## config.mk

```make
export PLATFORM = sky130hd
export DESIGN_NAME = ref_wb_drain_tracker
export DESIGN_NICKNAME = d
export VERILOG_FILES = /design/src/rtl/md_pkg.sv /design/src/rtl/ref_wb_popcount.sv /design/src/rtl/ref_wb_drain_tracker.sv
export SDC_FILE = /design/constraint.sdc
export NUM_CORES = 1
export LEC_CHECK = 0
export CAP_MARGIN = 20
export CORE_MARGIN = 5
export CORE_UTILIZATION = 52
export CTS_CLUSTER_SIZE = 14
export DETAILED_ROUTE_END_ITERATION = 10
export PLACE_DENSITY = 0.95
export SLEW_MARGIN = 20
export SYNTH_ARGS = -nofsm -noshare
export SYNTH_HDL_FRONTEND = slang
export SYNTH_HIERARCHICAL = 1
export SYNTH_SLANG_ARGS = --single-unit
export TNS_END_PERCENT = 10
```

## constraint.sdc

```tcl
create_clock -name clk -period 32.1 [get_ports clk]
set_input_delay 8.025 -clock clk [delete_from_list [all_inputs] [get_ports clk]]
set_output_delay 8.025 -clock clk [all_outputs]
set_load 0.02 [all_outputs]
```

## src/rtl/md_pkg.sv

```systemverilog
// md_pkg: shared types for the MD force-pipeline control blocks.
// Holds the drain tracker state encoding and small helpers.
package md_pkg;

  typedef enum logic [1:0] {
    COLLECT = 2'd0,
    DRAIN   = 2'd1,
    DONE    = 2'd2
  } drain_state_t;

  function automatic int max2(input int a, input int b);
    return (a > b) ? a : b;
  endfunction

endpackage

```

## src/rtl/ref_wb_popcount.sv

```systemverilog
// ref_wb_popcount: counts set bits in a WIDTH-bit vector.
// Purely combinational; result width fits WIDTH itself.
module ref_wb_popcount #(
  parameter int WIDTH = 8,
  parameter int CNT_W = $clog2(WIDTH + 1)
) (
  input  logic [WIDTH-1:0] vec,
  output logic [CNT_W-1:0] cnt
);

  // Accumulate one per set bit.
  always_comb begin
    cnt = '0;
    for (int i = 0; i < WIDTH; i++) begin
      cnt = cnt + CNT_W'(vec[i]);
    end
  end

endmodule

```

## src/rtl/ref_wb_drain_tracker.sv

```systemverilog
// ref_wb_drain_tracker: collects per-PE ref writebacks, then waits for the ring to drain.
// Optional drain watchdog is built only when DRAIN_TIMEOUT_EN is defined.
module ref_wb_drain_tracker
  import md_pkg::*;
#(
  parameter int NUM_CELLS      = 125,
  parameter int MAX_INFLIGHT   = 4 * NUM_CELLS,
  parameter int DRAIN_HOLD     = 2,
  parameter int TIMEOUT_CYCLES = 8 * NUM_CELLS
) (
  input  logic                                clk,
  input  logic                                rst,
  input  logic [NUM_CELLS-1:0]                ref_wb_issued,
  input  logic [NUM_CELLS-1:0]                pkt_inject,
  input  logic [NUM_CELLS-1:0]                pkt_eject,
  input  logic                                goto_next_ref,
  input  logic                                cache_buf_empty,
  input  logic                                filter_buf_empty,
  input  logic                                all_reading_done,
  output logic                                all_ref_wb_issued,
  output logic                                interconnect_empty,
  output logic                                all_force_wr_issued,
  output logic                                motion_update_start,
  output logic [$clog2(MAX_INFLIGHT+1)-1:0]   inflight_count,
  output logic                                count_err,
  output logic                                timeout_err
);

  localparam int CW = $clog2(MAX_INFLIGHT + 1);
  localparam int PW = $clog2(NUM_CELLS + 1);
  localparam int SW = max2(CW, PW) + 2;
  localparam int HW = $clog2(DRAIN_HOLD + 1);

  localparam logic [HW-1:0] HOLD_LAST = HW'(DRAIN_HOLD - 1);
  localparam logic signed [SW-1:0] MAX_S = SW'(MAX_INFLIGHT);

  if (DRAIN_HOLD < 1 || TIMEOUT_CYCLES < 1) begin : g_bad_cfg
    $error("DRAIN_HOLD and TIMEOUT_CYCLES must be >= 1");
  end

  drain_state_t          state_q, state_d;
  logic [NUM_CELLS-1:0]  flags_q, flags_d;
  logic [HW-1:0]         hold_q, hold_d;
  logic [CW-1:0]         inflight_q, inflight_d;
  logic                  count_err_q, count_err_d;
  logic [PW-1:0]         inj_cnt;
  logic [PW-1:0]         ej_cnt;
  logic signed [SW-1:0]  sum;
  logic                  clamp;
  logic                  inflight_zero;
  logic                  hold_hit;

`ifdef DRAIN_TIMEOUT_EN
  localparam int WW = $clog2(TIMEOUT_CYCLES + 1);
  localparam logic [WW-1:0] WD_LAST = WW'(TIMEOUT_CYCLES - 1);

  logic [WW-1:0] wd_q, wd_d;
  logic          timeout_err_q, timeout_err_d;
  logic          wd_hit;

  assign wd_hit      = (wd_q >= WD_LAST);
  assign timeout_err = timeout_err_q;
`else
  assign timeout_err = 1'b0;
`endif

  ref_wb_popcount #(
    .WIDTH (NUM_CELLS),
    .CNT_W (PW)
  ) u_inj_pop (
    .vec (pkt_inject),
    .cnt (inj_cnt)
  );

  ref_wb_popcount #(
    .WIDTH (NUM_CELLS),
    .CNT_W (PW)
  ) u_ej_pop (
    .vec (pkt_eject),
    .cnt (ej_cnt)
  );

  assign inflight_zero = (inflight_q == '0);
  assign hold_hit      = inflight_zero && (hold_q >= HOLD_LAST);

  // Net ring occupancy with saturation at both ends.
  always_comb begin
    sum = $signed(SW'(inflight_q))
        + $signed(SW'(inj_cnt))
        - $signed(SW'(ej_cnt));
    inflight_d = CW'(sum);
    clamp      = 1'b0;
    if (sum[SW-1]) begin
      inflight_d = '0;
      clamp      = 1'b1;
    end else if (sum > MAX_S) begin
      inflight_d = CW'(MAX_INFLIGHT);
      clamp      = 1'b1;
    end
  end

  // Phase sequencing: collect writebacks, wait for drain, hold done.
  always_comb begin
    state_d     = state_q;
    flags_d     = flags_q;
    hold_d      = hold_q;
    count_err_d = count_err_q | clamp;
`ifdef DRAIN_TIMEOUT_EN
    wd_d          = '0;
    timeout_err_d = timeout_err_q;
`endif
    case (state_q)
      COLLECT: begin
        flags_d = flags_q | ref_wb_issued;
        if (&flags_d) begin
          state_d = DRAIN;
        end
      end
      DRAIN: begin
        if (goto_next_ref) begin
          state_d = COLLECT;
          flags_d = '0;
          hold_d  = '0;
        end else begin
          hold_d = inflight_zero ? hold_q + HW'(1) : '0;
          if (hold_hit) begin
            state_d = DONE;
`ifdef DRAIN_TIMEOUT_EN
          end else if (wd_hit) begin
            state_d       = DONE;
            timeout_err_d = 1'b1;
          end else begin
            wd_d = wd_q + WW'(1);
`endif
          end
        end
      end
      DONE: begin
        if (goto_next_ref) begin
          state_d = COLLECT;
          flags_d = '0;
          hold_d  = '0;
        end
      end
      default: begin
        state_d = COLLECT;
        flags_d = '0;
        hold_d  = '0;
      end
    endcase
  end

  // State registers with synchronous reset.
  always_ff @(posedge clk) begin
    if (rst) begin
      state_q     <= COLLECT;
      flags_q     <= '0;
      hold_q      <= '0;
      inflight_q  <= '0;
      count_err_q <= 1'b0;
    end else begin
      state_q     <= state_d;
      flags_q     <= flags_d;
      hold_q      <= hold_d;
      inflight_q  <= inflight_d;
      count_err_q <= count_err_d;
    end
  end

`ifdef DRAIN_TIMEOUT_EN
  // Watchdog counter and its sticky flag.
  always_ff @(posedge clk) begin
    if (rst) begin
      wd_q          <= '0;
      timeout_err_q <= 1'b0;
    end else begin
      wd_q          <= wd_d;
      timeout_err_q <= timeout_err_d;
    end
  end
`endif

  assign all_ref_wb_issued   = (state_q != COLLECT);
  assign interconnect_empty  = (state_q == DONE);
  assign all_force_wr_issued = ~|pkt_eject
                             & cache_buf_empty
                             & filter_buf_empty
                             & interconnect_empty;
  assign motion_update_start = all_reading_done & all_force_wr_issued;
  assign inflight_count      = inflight_q;
  assign count_err           = count_err_q;

endmodule

```

Word-level counts from Yosys, hierarchy flattened --
Cells that the tools add are included.
Cells by class: muxes and demuxes 13, bitwise logic cells 7, $add $sub $neg 251, magnitude comparators 2, equality and inequality tests 6, reductions and logical operators 12
Operator list (number):
- 7-bit by 1-bit adder with 7-bit output | 246
- 125-bit case mux with 2 select lines | 1
- 125-bit two-way mux | 1
- 125-bit OR | 1
- 125-bit AND reduction | 1
- 125-bit OR reduction | 1
- 2-bit two-way mux | 6
- 2-bit case mux with 3 select lines | 2
- 11-bit by 10-bit greater-than comparator with 1-bit output (second input constant) | 1
- 10-bit by 7-bit subtractor with 11-bit output | 1
- 9-bit by 7-bit adder with 10-bit output | 1
- 9-bit logical NOT | 1
- 9-bit two-way mux | 1
- 1-bit by 1-bit adder with 2-bit output | 2
- 1-bit bitwise AND | 4
- 2-bit != test (second input constant) | 2
- 2-bit OR reduction | 2
- 3-bit != test (second input constant) | 1
- 3-bit AND reduction | 1
- 3-bit OR reduction | 1
- 2-bit by 1-bit adder with 2-bit output (second input constant) | 1
- 2-bit by 1-bit == test with 1-bit output (second input constant) | 1
- 2-bit == test (second input constant) | 1
- 2-bit by 1-bit >= comparator with 1-bit output (second input constant) | 1
- other kinds (9) | 10
Word-level totals: output and inout bits 15, register bits after elaboration 139, logic and storage cells 297

Logic depth before layout (Yosys ltp) --
Gate-level depths: netlist of run 1.
word-level depth 130, depth in mapped cells 33, gate-level depth less buffers 33

Cells and area by module --
Netlist of run 1, hierarchy kept.
Modules (own cells, without submodules):
- ref_wb_drain_tracker | cells each 700, area an instance 5828.1 um^2, seq. area each 2782.7 um^2, times used 1
- ref_wb_popcount at u_ej_pop | cells each 353, area an instance 3408.3 um^2, seq. area each 0.0 um^2, times used 1
- ref_wb_popcount at u_inj_pop | cells each 352, area an instance 3404.5 um^2, seq. area each 0.0 um^2, times used 1

Worst setup path after synthesis of run 1 --
No wires, ideal clock.
kind input port to output port, start in pkt_eject[64], end out motion_update_start, arrival 8.966 ns, setup slack 15.109 ns, stages 4, cell sequence nor4_1 nand4_1 nor4_1 and3_1
Between the ends: longest elaborated chain between the ends 6
RTL lines:
- from (decl) | RTL line ref_wb_drain_tracker.sv:15 | input logic [NUM_CELLS-1:0] pkt_eject,
- 125-bit OR reduction | RTL line ref_wb_drain_tracker.sv:185 | assign all_force_wr_issued = ~|pkt_eject
- 1-bit logical NOT | RTL line ref_wb_drain_tracker.sv:185
- 1-bit bitwise AND | RTL line ref_wb_drain_tracker.sv:186 | & cache_buf_empty
- 1-bit bitwise AND | RTL line ref_wb_drain_tracker.sv:187 | & filter_buf_empty
- 1-bit bitwise AND | RTL line ref_wb_drain_tracker.sv:188 | & interconnect_empty;
- 1-bit bitwise AND | RTL line ref_wb_drain_tracker.sv:189 | assign motion_update_start = all_reading_done & all_force_wr_issued;
- to (decl) | RTL line ref_wb_drain_tracker.sv:23 | output logic motion_update_start,
Every way passes these cells.

Final worst setup path of run 1 --
start in pkt_eject[92], end out motion_update_start
The elaborated chain is that of the path after synthesis.

==> results by group, run 1 <==
Status
  – Outcome: finished, final reports clean

Route
  – Final WL: 40300 µm
  – Routed wire per std cell: 18.9 µm
  – Initial drt markers: 644
  – Drt pass-1 iters: 5
  – Final ANT Viol Nets: 0
  – Post-route DRC: 0
  – Via count: 11200
  – DR vias/cell: about 5.2

Job
  – Maximum Capacitance Violations: 0

Finish
  – Multi-input gate area: 8170 µm²
  – Nets: 2457
  – Area occupied by registers: 2780 µm²
  – Filler instances: 1723
  – Commonest non-fill, non-tap cells in the layout: inv_1, clkdlybuf4s50_1, fa_1
  – Layout Utilization: 72.8%
  – Layout area overhead: 38.8%
  – Share of cells above drive strength 1: 2.38%
  – Most common cell after layout, fill and taps aside: inv_1
  – Final instance area: 17500 µm²

CTS
  – CTS Sinks: 139
  – Clock buffer depth: 2
  – H-tree levels: 4
  – Clock Tree Root: clkbuf_16
  – CTS tree: yes
  – Reg clk slew, reported paths: 0.06 ns
  – Clock Latency Late Sink: approximately 0.42 ns
  – Post_cts resized: 0
  – Post-CTS setup buffers: 0
  – Number of hold buffers added after CTS: 0
  – Number of buffers created by CTS: 17

Yosys
  – Area contributors post-synth: fa_1, dfxtp_1, inv_1, a21oi_1, ha_1
  – Post-synthesis async set-or-reset flop share: 0%
  – Cell count after synthesis: around 1400
  – Yosys top cell area share: 36.9%
  – Yosys reg bits: 139
  – Ys flop type: dfxtp_1
  – Count of cell types in the netlist: 50
  – Yosys warns: 6
  – Syn_area_per_cell: 9.00 µm²
  – Post-Syn Area: 12600 µm²
  – Mapped Nets: 2072
  – Cell taking the most area after synthesis: fa_1
  – Seq/Total Area, Yosys: 22.0%
  – Post-synth EDFFs: 0

Critical path
  – R2R cell count: 10
  – Reg2reg end: inflight_count[1]
  – Max FO, Critical Path: 2
  – CP arrival: roughly 11 ns
  – R2r setup slk: 29.00 ns
  – Critical Path End Type: output port
  – Crit-path max cell delay: around 0.62 ns
  – FF-to-FF Start: inflight_count[1]
  – Critical-path top delay cell: clkdlybuf4s50_1
  – CP top delay family: simple AND/OR/NAND/NOR gates
  – CP Launch Type: primary input
  – Buf+Inv Stages, Crit Path: 2
  – WP data required: 24.07 ns
  – Worst-path cell chain: clkdlybuf4s50_1, nor4_1, nand4_1, nor4_1, and3_1, clkdlybuf4s50_1
  – Worst Setup Path Type: primary input to output port

Die
  – Die ar.: around 28000 µm²
  – Initial core utilization: 52.4%
  – Die H: 166 µm
  – Core area: 24100 µm²
  – Io pins: 396
  – Die X: 166 µm
  – # rows: 57

Timing
  – Skew final: 0.00938 ns
  – Final setup vio count: 0
  – Final Cycle Share: 57.9%
  – Final sum of negative setup slack: 0 ns
  – Slew @ Worst Pin: 0.860 ns
  – Slew Limit Fails: 0
  – Fin crit period: 18.58 ns
  – Fin. Hold Viols: 0
  – Unrepaired setup endpoints after global routing: false
  – Slew HR: 42.2%
  – Fin worst setup slack: between 10 and 15 ns
  – Fmax: approximately 54 MHz

Worst hold path
  – Min-delay src: flags_q[34]
  – WHS Endpoint: flags_q[34]
  – Hold Path Cell Cnt: 2
  – Hold WC Path Type: flip-flop to flip-flop

Global route
  – Initial antenna violation count: 1
  – Pin count of the biggest net entering global routing: between 100 and 150
  – Remaining Overflow, GRT: 0
  – Vias in the first global route: between 10000 and 15000
  – All-layer global routing usage: 29.1%
  – Global-route wire length before repair: 63700 µm

Placement
  – Placed inst area: 16900 µm²
  – Post-DP HPWL: 34600 µm
  – Routability congestion estimate: 0.960
  – PortBufs: 394
  – Pre-CTS setup slack: around 14 ns
## area by class of cell
type / count / area share (%)
Tap cell: 324 / 2.31
Timing Repair Buffer: 396 / 22.7
Antenna cell: 1 / 0.0143
Clock inverter: 14 / 1.04
Multi-Input combinational cell: 814 / 46.6
Sequential cell: 139 / 15.9
Inverter: 422 / 9.03
Clock buffer: 18 / 2.50
## state kept, by name (all words and copies together), names as in the netlist
register	flops
inflight_count	9
flags_q	125
count_err	1
hold_q	2
state_q	2
## kinds of logic (layout without fill, tap and decap cells)
group,count (synthesis),in the layout,synth area share [%]
XOR/XNOR,11,11,0.762
AO/OA/AOI/OAI,253,253,11.7
adder cells (fa/ha/maj),286,286,42.1
multiplexers,1,1,0.0792
other,1,2,0.0297
AND/OR/NAND/NOR,262,262,9.77
flip-flops,139,139,22.0
buffers and inverters,452,850,13.5
## synthesized netlist by cell type, types with 3 or more instances
cell	instances
inv_1	422
fa_1	233
nor2_1	161
a21oi_1	141
dfxtp_1	139
o22ai_1	62
ha_1	53
nor4_1	43
clkbuf_1	24
nand4_1	13
xnor2_1	9
nand2b_1	8
nand3_1	8
o21ai_0	8
a21o_1	7
o211ai_1	6
buf_1	5
nand2_1	5
nor2b_1	5
a31oi_1	4
and3_1	4
nor3_1	4
a211oi_1	3
a311oi_1	3
o21a_1	3
## through the flow
stage / hold slack [ns] / instances
floorplan: 0.437 / 1405
global placement: 0.447 / 2094
detailed placement: 0.455 / 2094
CTS: 0.472 / 2126
global route: 0.493 / 2128
finish: 0.468 / 2128
## how the worst max path moves through the flow
| stage | startpoint | to | slack (ns) | cells after the start |
|---|---|---|---|---|
| finish | pkt_eject[92] | motion_update_start | 13.52 | 6 |
| global route | pkt_eject[92] | motion_update_start | 13.43 | 6 |
| CTS | pkt_eject[92] | motion_update_start | 13.54 | 6 |
| detailed placement | pkt_eject[92] | motion_update_start | 13.56 | 6 |
| global placement | pkt_eject[92] | motion_update_start | 13.53 | 6 |
| floorplan | pkt_eject[64] | motion_update_start | 15.11 | 4 |
## worst reg2reg max path, cell delays in order (launching register included)
cell and delay (ns):
dfxtp_1 0.35, inv_1 0.08, fa_1 0.54, inv_1 0.07
fa_1 0.45, a21oi_1 0.30, o21ai_0 0.14, a21oi_1 0.19
xor2_1 0.12, or4_4 0.58, and3_1 0.18
## metal layers
| layer | vias up | part of all wire (%) | global-route usage (%) |
|---|---|---|---|
| li1 | 5132 | - | - |
| met1 | 5461 | 36 | 32.1 |
| met2 | 483 | 54 | 55.8 |
| met3 | 89 | 6.5 | 6.81 |
| met4 | 0 | 3.1 | 7.75 |
| met5 | - | 0 | 0 |
Power of run 1 is left out: the tool's default activity adds up to more than one toggle a clock period on the data nets, which glitch-free logic cannot reach.
==> run 2, diff against run 1 <==
Settings changed: CORE_UTILIZATION 52 to 48, PLACE_DENSITY 0.95 to 0.91.
Clock period 32.1 ns to 17.5 ns, I/O delays scaled along.
==> run 2 against run 1 <==
Against the previous run:
- core utilization is 5.5 points lower
- count of clock-buffer cells in the layout stayed put
- wire length is 4.3% lower
- worst setup slack worse by 9.3 ns
- design area is 0.34% lower
- register-to-register slack worse by 15 ns
- sequential share of layout area is 0.054 points higher
==> results by group, run 2 (synthesized netlist as in run 1, its figures left out) <==
CTS
  – Number of buffers created by CTS: 17
  – Post_cts resized: 0
  – Reg clk slew, reported paths: 0.06 ns
  – Number of hold buffers added after CTS: 0
  – Clock buffer depth: 2
  – Post-CTS setup buffers: 0
  – CTS tree: yes
  – CTS Sinks: 139
  – H-tree levels: 4
  – Clock Tree Root: clkbuf_16
  – Clock Latency Late Sink: 0.42 ns

Critical path
  – WP data required: 17.80 ns
  – Critical-path top delay cell: fa_1
  – Crit-path max cell delay: just under 0.6 ns
  – Worst Setup Path Type: primary input to flip-flop
  – Critical Path End Type: flip-flop
  – CP Launch Type: primary input
  – CP arrival: 13.59 ns
  – Max FO, Critical Path: 5
  – CP most frequent cell: fa_1

Finish
  – Max reg flops: 125
  – Largest register by flop count: flags_q
  – Share of cells above drive strength 1: 2.38%
  – Nets: approximately 2500
  – Commonest non-fill, non-tap cells in the layout: inv_1, clkdlybuf4s50_1, fa_1
  – Most common cell after layout, fill and taps aside: inv_1
  – Layout area overhead: 38.3%

Die
  – Initial core utilization: 48.6%
  – Die H: 172 µm
  – # rows: 59
  – Core area: about 26000 µm²
  – Io pins: between 300 and 400
  – Die X: roughly 170 µm
  – Die ar.: just under 30000 µm²

Global route
  – Met1 Use GR: between 20% and 30%
  – Remaining Overflow, GRT: 0
  – Global-route wire length before repair: approximately 60000 µm
  – GR peak layer: met2
  – Met3 GRT Util: 6.81%
  – Initial antenna violation count: 3
  – All-layer global routing usage: about a quarter
  – Met2 Use GR: 46.6%
  – Vias in the first global route: 12000
  – Pin count of the biggest net entering global routing: 74

Timing
  – Fmax: between 70 and 80 MHz
  – Skew final: 0.0107 ns
  – Unrepaired setup endpoints after global routing: false
  – Fin. Hold Viols: 0
  – Slew Limit Fails: 0
  – Slew @ Worst Pin: ~0.98 ns
  – Final sum of negative setup slack: 0 ns
  – Final Cycle Share: 75.9%
  – Final setup vio count: 0
  – Worst hold slack: 0.467 ns
  – Slew HR: 34.2%
  – Fin crit period: 13.29 ns

Route
  – Routed wire per std cell: 18.0 µm
  – Final ANT Viol Nets: 0
  – Drt pass-1 iters: 7
  – Via count: 11100
  – Final WL: roughly 39000 µm
  – DR vias/cell: 5.17
  – Post-route DRC: 0
  – Initial drt markers: 588

Worst hold path
  – Hold WC Path Type: flip-flop to flip-flop

Placement
  – Post-DP HPWL: 33100 µm
  – Routability congestion estimate: 1.03
  – PortBufs: 394

Job
  – Maximum Capacitance Violations: 0

Status
  – Outcome: finished, final reports clean
[run 2: cell types whose count changed in the layout (fill, tap and decap cells not counted), sizes merged]
cell	delta
bufinv	-3
inv	+2
clkinvlp	+1
diode	+1
[run 2: per-stage QoR]
step                      instance area [µm²]  util [%]  cells  setup slack (ns)
after floorplan                         12600         -   1405              4.92
after global placement                  16900      65.1   2106              4.09
after detailed placement                16900      65.1   2106              3.89
after CTS                               17500      67.3   2138              4.31
after global routing                    17500      67.3   2140              3.88
final                                   17500      67.3   2140              4.21
[run 2: metal layers]
layer | share of wire (%) | vias up
li1 | - | 5122
met1 | 34 | 5298
met2 | 52 | 518
met3 | 8.4 | 126
met4 | 5.7 | 2
met5 | 0.052 | -
[run 2: path summary, 6_finish.rpt]
check | start | to | slack (ns) | depth (start not counted)
worst max-delay path | pkt_eject[60] | inflight_count[0] | 4.21 | 31
worst min-delay path | flags_q[50] | flags_q[50] | 0.47 | 2
worst max register to register | inflight_count[1] | inflight_count[0] | 14.26 | 10
worst min register to register | flags_q[50] | flags_q[50] | 0.47 | 2
[run 2: area by class of cell]
| class | count | area, µm² |
|---|---|---|
| sequential | 139 | 2780 |
| clock inverter | 14 | 130 |
| multi-input combinational | 814 | 8180 |
| tap | 335 | 419 |
| clock buffer | 18 | 429 |
| fill | 1923 | 8500 |
| antenna | 2 | 5.00 |
| timing repair buffer | 396 | 3960 |
| inverter | 422 | 1580 |
[run 2: worst max-delay path: cells and delay by family]
family                   cells  cell delay [ns]
adder cells (fa/ha/maj)     13             5.95
AO/OA/AOI/OAI                5             1.19
buffers and inverters        9             1.08
AND/OR/NAND/NOR              3             0.89
XOR/XNOR                     1             0.10
Power of run 2 is left out for the same reason.
==> run 3, diff against run 2 <==
Clock period 17.5 ns to 13.15 ns, I/O delays scaled along.
==> run 3 against run 2 <==
Against the previous run:
- flip-flop and latch count is the same
- via count shrank 0.17%
- sequential share of layout area is essentially flat
- wire length grew 0.48%
- global-route usage grew 0.40 points
- count of clock-buffer cells in the layout shrank 1
- critical path depth is the same
- core utilization grew 0.16 points
==> results by group, run 3 (synthesized netlist as in run 1, its figures left out) <==
Timing
  – Final Cycle Share: between 90 and 100%
  – Fmax: 82.2 MHz
  – Worst hold slack: between 0.4 and 0.5 ns
  – Fin crit period: 12.17 ns
  – Slew Limit Fails: 0
  – Slew HR: 22.2%
  – Final setup vio count: 0
  – Skew final: around 0.0099 ns
  – Unrepaired setup endpoints after global routing: false
  – Fin. Hold Viols: 0
  – Slew @ Worst Pin: about 1.2 ns
  – Final sum of negative setup slack: 0 ns

Job
  – Maximum Capacitance Violations: 0

Global route
  – Initial antenna violation count: 3
  – Remaining Overflow, GRT: 0
  – Global-route wire length before repair: around 60000 µm
  – Vias in the first global route: 12100
  – All-layer global routing usage: 25.7%
  – Pin count of the biggest net entering global routing: 74

Placement
  – PortBufs: 394
  – Placed cells: 2106
  – Routability congestion estimate: just over 1
  – Post-DP HPWL: 33100 µm

Die
  – Initial core utilization: between 40 and 50%
  – Core area: around 26000 µm²
  – Io pins: 396
  – # rows: 59
  – Die H: 172 µm
  – Die X: 172 µm
  – Die ar.: slightly below 30000 µm²

CTS
  – H-tree levels: 4
  – CTS tree: yes
  – Clock Tree Root: clkbuf_16
  – Number of hold buffers added after CTS: 0
  – Number of buffers created by CTS: 17
  – Post-CTS setup buffers: 0
  – Clock Latency Late Sink: around 0.42 ns
  – Clock buffer depth: 2
  – Reg clk slew, reported paths: 0.06 ns
  – Post_cts resized: 0
  – CTS Sinks: 139

Critical path
  – Critical Path End Type: flip-flop
  – Critical-path top delay cell: clkdlybuf4s50_1
  – CP Launch Type: primary input
  – Crit-path max cell delay: roughly 0.56 ns
  – Worst Setup Path Type: primary input to flip-flop
  – WP data required: 13.45 ns
  – CP arrival: approximately 12 ns
  – CP most frequent cell: fa_1
  – Max FO, Critical Path: 5

Finish
  – Most common cell after layout, fill and taps aside: inv_1
  – Max reg flops: 125
  – Filler instances: 1903
  – Largest register by flop count: flags_q
  – Nets: around 2500
  – Commonest non-fill, non-tap cells in the layout: inv_1, clkdlybuf4s50_1, fa_1
  – Layout area overhead: 38.7%
  – Post-Layout Cell Count: around 2100
  – Share of cells above drive strength 1: 2.33%

Worst hold path
  – Hold WC Path Type: flip-flop to flip-flop

Route
  – Post-route DRC: 0
  – Routed wire per std cell: 18.1 µm
  – Initial drt markers: 606
  – Drt pass-1 iters: 5
  – Final WL: between 30000 and 40000 µm
  – Via count: 11000
  – Final ANT Viol Nets: 0
  – DR vias/cell: 5.16

Status
  – Outcome: finished, final reports clean
==> run 3: per-layer routing <==
layer	vias up	global-route usage, %	wire [µm]
li1	5131	-	-
met2	486	47.4	20300
met5	-	0	13
met4	2	12.3	2000
met1	5295	26.9	13200
met3	133	6.95	3260
==> run 3: path summary, 6_finish.rpt <==
check / start / to / slack [ns] / depth (start not counted)
max reg2reg: inflight_count[1] / inflight_count[3] / 9.92 / 10
min: flags_q[50] / flags_q[50] / 0.47 / 2
min reg2reg: flags_q[50] / flags_q[50] / 0.47 / 2
max: pkt_eject[60] / inflight_count[3] / 0.98 / 31
==> run 3: critical path, delay by kind of cell <==
kind | cells | cell delay, ns
adder cells (fa/ha/maj) | 13 | 5.91
AO/OA/AOI/OAI | 5 | 1.20
buffers and inverters | 9 | 1.05
AND/OR/NAND/NOR | 3 | 0.91
XOR/XNOR | 1 | 0.10
==> run 3: final cells by class <==
type / count / area [µm²] / share of cell area [%]
Inverter: 422 / 1580 / 9.04
Multi-Input combinational cell: 814 / 8170 / 46.6
Sequential cell: 139 / 2780 / 15.9
Antenna cell: 2 / 5.00 / 0.0285
Tap cell: 335 / 419 / 2.39
Clock inverter: 14 / 183 / 1.04
Timing Repair Buffer: 396 / 3960 / 22.6
Clock buffer: 17 / 425 / 2.43
==> run 3: stage by stage <==
step	utilization, %	setup slack [ns]	area [µm²]
floorplan	-	1.66	12600
finish	67.5	0.980	17500
detailed placement	65.1	0.682	16900
CTS	67.4	1.11	17500
global placement	65.1	0.832	16900
global route	67.5	0.724	17500
Power of run 3 is left out for the same reason.
